[src/rtl/wb_register_file.sv]
// Write-back stage and architectural register file: selects the write-back value, commits it,
// serves two bypassed combinational read ports and counts committed writes.
module wb_register_file #(
    parameter int unsigned WORD_LEN     = 32,
    parameter int unsigned REG_ADDR_LEN = 5,
    parameter int unsigned REG_COUNT    = 32
) (
    input  logic                    CLK,
    input  logic                    RESET,
    input  logic                    WB_EN_IN,
    input  logic                    MEM_READ_EN_IN,
    input  logic [WORD_LEN-1:0]     ALU_RESULT_IN,
    input  logic [WORD_LEN-1:0]     MEM_READ_OPERAND_IN,
    input  logic [REG_ADDR_LEN-1:0] DESTINATION_IN,
    input  logic [REG_ADDR_LEN-1:0] SRC1_ADDR,
    input  logic [REG_ADDR_LEN-1:0] SRC2_ADDR,
    output logic [WORD_LEN-1:0]     SRC1_DATA,
    output logic [WORD_LEN-1:0]     SRC2_DATA,
    output logic [WORD_LEN-1:0]     WB_VALUE_OUT,
    output logic [31:0]             WB_WRITE_COUNT
);

    // Register 0 is hardwired zero, so storage starts at index 1.
    logic [WORD_LEN-1:0] regs_q [1:REG_COUNT-1];
    logic [31:0]         write_count_q;
    logic [31:0]         write_count_d;
    logic                wr_eff;

    assign WB_VALUE_OUT   = MEM_READ_EN_IN ? MEM_READ_OPERAND_IN : ALU_RESULT_IN;
    assign wr_eff         = WB_EN_IN && !RESET && (DESTINATION_IN != '0);
    assign WB_WRITE_COUNT = write_count_q;

    always_comb begin
        write_count_d = write_count_q;
        if (wr_eff) begin
            write_count_d = write_count_q + 32'd1;
        end
    end

    always_ff @(posedge CLK) begin
        if (RESET) begin
            for (int unsigned i = 1; i < REG_COUNT; i++) begin
                regs_q[i] <= '0;
            end
            write_count_q <= '0;
        end else begin
            if (wr_eff) begin
                regs_q[DESTINATION_IN] <= WB_VALUE_OUT;
            end
            write_count_q <= write_count_d;
        end
    end

    // Write-first bypass lets ID read a value being committed in the same cycle.
    always_comb begin
        SRC1_DATA = '0;
        if (RESET || SRC1_ADDR == '0) begin
            SRC1_DATA = '0;
        end else if (wr_eff && SRC1_ADDR == DESTINATION_IN) begin
            SRC1_DATA = WB_VALUE_OUT;
        end else begin
            SRC1_DATA = regs_q[SRC1_ADDR];
        end
    end

    always_comb begin
        SRC2_DATA = '0;
        if (RESET || SRC2_ADDR == '0) begin
            SRC2_DATA = '0;
        end else if (wr_eff && SRC2_ADDR == DESTINATION_IN) begin
            SRC2_DATA = WB_VALUE_OUT;
        end else begin
            SRC2_DATA = regs_q[SRC2_ADDR];
        end
    end

endmodule

[config.mk]
export PLATFORM = sky130hd
export DESIGN_NAME = wb_register_file
export DESIGN_NICKNAME = d
export VERILOG_FILES = /design/src/rtl/wb_register_file.sv
export SDC_FILE = /design/constraint.sdc
export NUM_CORES = 2
export LEC_CHECK = 0
export CAP_MARGIN = 10
export CORE_ASPECT_RATIO = 1.25
export CORE_MARGIN = 10
export CORE_UTILIZATION = 55
export CTS_BUF_LIST = sky130_fd_sc_hd__clkbuf_8
export DETAILED_ROUTE_END_ITERATION = 6
export PLACE_DENSITY = 0.73
export RECOVER_POWER = 100
export SETUP_SLACK_MARGIN = 0.05
export SYNTH_ARGS = -nofsm -noshare
export SYNTH_HDL_FRONTEND = slang
export SYNTH_SLANG_ARGS = --single-unit
[constraint.sdc]
create_clock -name CLK -period 3.55 [get_ports CLK]
set_input_delay 0.71 -clock CLK [delete_from_list [all_inputs] [get_ports CLK]]
set_output_delay 0.71 -clock CLK [all_outputs]
set_load 0.01 [all_outputs]
==> summary.md <==
| Metric | Value |
|---|---|
| Violated checks | negative setup slack |
| Crit path launch type | input port |
| Syn Area/Cell | 13.4 sq um |
| Final period util | 102% |
| DP HPWL | 139,000 um |
| Setup TNS | -121 ps |
| Register-to-Register Path Depth | 5 |
| Total vias in the final route | 43,100 |
| # setup viols final | 4 |
| Seq/Total Area, Yosys | 58.0% |
| Bufs and invs on worst path | 3 |
| Maximum vdd drop | 0.422 mV |
| Routed WL | 211,000 um |
| Routed WL per cell | 35.0 um |
| Power density cells | 448 nW/um^2 |
| Top-Level Pins | 211 |
| DRC | 0 |
| Root Buffer | clkbuf_8 |
| F_max | 276 MHz |
| Crit path time final | 3620 ps |
| Pin count of the biggest net entering global routing | 41 |
| Worst-path cell chain | clkdlybuf4s50_1 > mux2i_1 > inv_1 > clkdlybuf4s50_1 |
| Port Buffer Count | 210 |
| Worst path depth | 4 |
| Cells after Synth | 4,032 |
| Hold Startpoint | WB_WRITE_COUNT[28] |
| Post-Place Setup Slack | -896 ps |
| Core Box Area | 97,500 sq um |
| Number of buffers created by CTS | 167 |
| Max Root-Sink Buffers | 3 |
| Setup Crit Path Kind | in2out |
| Vias per Instance | 7.14 |
| Measured slew at the worst slew-check pin | 1280 ps |
| Max Clock Skew | 8.51 ps |
| Die width | 301 um |
| Worst skew pair latency | 860 ps |
| Critical path's most frequent cell | clkdlybuf4s50_1 |
| Post-route ant nets | 0 |
| Min-Delay Path Class | reg2reg |
| Layout Nets | 4,673 |
| Final hold vios | 0 |
| Async S/R FF share, synth | 0% |
| Worst Hold End | WB_WRITE_COUNT[28] |
| Crit-path max cell delay | 990 ps |
| Post-route worst setup slack | -71.5 ps |
| Area added between synthesis and finish | 22.4% |
| Hold WS | 490 ps |
| Gpl congestion | 0.980 |
| Std cell rows | 128 |
| First-pass GRT wire length | 295,000 um |
| Post-synth EDFFs | 1,024 |
| Netlist cell types | 58 |
| Cell family with most CP delay | buffers and inverters |
| Synth Flop Type | edfxtp_1 |
| Max-slew violations | 0 |
| R2r startpoint | WB_WRITE_COUNT[10] |
| R2r setup slk | 1310 ps |
| Status | finished, violations left |
| All-Layer GR Usage | 37.1% |
| Slowest cell on crit path | mux2i_1 |
| CP required | 2840 ps |
| Synthesis-stage register bit count | 1,056 |
| DRT Pass-1 Iters | 6 |
| Clk sinks | 1,056 |
| CP endpoint kind | output port |
| Yosys warns | 0 |
| Vias in the first global route | 42,500 |
| Die area | 111,000 sq um |
| Leak | 24.6 nW |
| Worst hold stages | 2 |
| H-Tree Depth | 4 |
| RSZ-0062 raised after global routing | yes |
| Height of the die | 371 um |
| Worst endpoint data arrival time | 2910 ps |
| Layout cell share with drive strength beyond 1 | 30.9% |
| GRT overflow | 0 |
| Worst-path clk slew | 60 ps |
| Number of max-cap violations | 0 |
| Worst Path Max Fanout | 4 |
| Initial Util | 55.5% |
| Reg2reg end | WB_WRITE_COUNT[27] |
| Initial antenna violation count | 9 |
| CTS tree | yes |
| DR iter-0 viols | 7,601 |
| Hold buffer count at cts | 0 |
| Synth Cell Area | 54,100 sq um |
| Relative slew slack | 12.2% |
-- area by class of cell --
cell class | instances | area, sq um
Timing Repair Buffer | 775 | 8210
Sequential cell | 1056 | 31400
Tap cell | 1300 | 1630
Clock inverter | 133 | 734
Fill cell | 6592 | 31200
Inverter | 42 | 158
Multi-Input combinational cell | 2547 | 21800
Antenna cell | 9 | 22.5
Clock buffer | 174 | 2390
-- stage by stage --
| stage | power [mW] | std cells | utilization, % | cell area (sq um) |
|---|---|---|---|---|
| 2_1_floorplan | 17.2 | 4063 | - | 54300 |
| 4_1_cts | 29.4 | 6006 | 67.7 | 66000 |
| 5_1_grt | 30.3 | 6029 | 68.0 | 66300 |
| 3_5_place_dp | 19.5 | 5669 | 63.7 | 62100 |
| 3_3_place_gp | 19.4 | 5669 | 63.7 | 62100 |
| 6_report | 29.7 | 6036 | 68.0 | 66300 |
-- synthesized netlist by cell type, types with 39 or more instances --
master | instances | area [sq um]
nand2_1 | 86 | 323
a22oi_1 | 156 | 1170
mux2_2 | 47 | 529
mux4_2 | 367 | 8270
buf_2 | 103 | 515
inv_1 | 42 | 158
nand3_1 | 66 | 330
nor2_1 | 1037 | 3890
mux2i_1 | 298 | 2980
buf_4 | 39 | 293
edfxtp_1 | 1024 | 30700
clkbuf_1 | 256 | 961
o22ai_1 | 171 | 1070
-- kinds of logic (layout without fill, tap and decap cells) --
logic type	after synthesis	count (layout)	share of synthesized area (%)
compound gates	438	439	5.56
xor+xnor	25	25	0.404
mux	712	712	21.8
other cells	1	41	0.00693
fa+ha+maj	1	1	0.0231
simple gates	1337	1338	10.3
flops	1056	1056	58.0
buf+inv	462	1124	3.96
-- state kept, by name, summed over array words and instances, names as in the netlist --
register / flops
regs_q: 1024
WB_WRITE_COUNT: 32
-- power by group --
| part | switching [mW] | internal, mW |
|---|---|---|
| logic | 2.77 | 2.10 |
| registers | 0.375 | 14.3 |
| clock network | 5.09 | 4.99 |
| total | 8.23 | 21.4 |
-- cell usage in the layout (no fill, tap or decap), drive strengths merged, types with 10 or more instances in the layout --
cell type	instances
a21oi	30
a22oi	156
and4	26
buf	615
clkbuf	187
clkdlybuf4s50	128
clkinv	69
conb	32
dfxtp	32
edfxtp	1024
inv	94
mux2	47
mux2i	298
mux4	367
nand2	86
nand2b	15
nand3	66
nor2	1037
nor2b	10
nor3	17
o21ai	26
o221ai	13
o22ai	171
o32ai	10
or3	14
or4	25
xnor2	16
-- how the worst max path moves through the flow --
stage	from	endpoint
global placement	SRC2_ADDR[4]	SRC2_DATA[0]
floorplan	RESET	regs_q[23][0]
CTS	regs_q[3][9]	SRC1_DATA[9]
finish	MEM_READ_OPERAND_IN[0]	WB_VALUE_OUT[0]
global route	regs_q[3][4]	SRC1_DATA[4]
detailed placement	SRC2_ADDR[4]	SRC2_DATA[0]
-- per-layer routing --
metal / vias to the layer above / global-route usage [%] / part of all wire, %
li1: 16600 / - / -
met1: 21000 / 42.1 / 30
met2: 4319 / 56.3 / 45
met3: 1255 / 13.0 / 15
met4: 10 / 30.9 / 9.9
met5: - / 0 / 0.037
-- worst reg2reg max path: stages, from the launching register on --
cell and delay, ps:
dfxtp_1 480, nand4_1 260, or4_4 700, nor3_2 370
a21oi_1 110, a31o_2 220
-- timing repair --
item,in CTS,in global routing
resized for setup,361,74
cloned,8,4
pin swaps,21,19
setup buffers,23,17
endpoints found under the setup margin,64,47
Power figures use the tool's default switching activity.
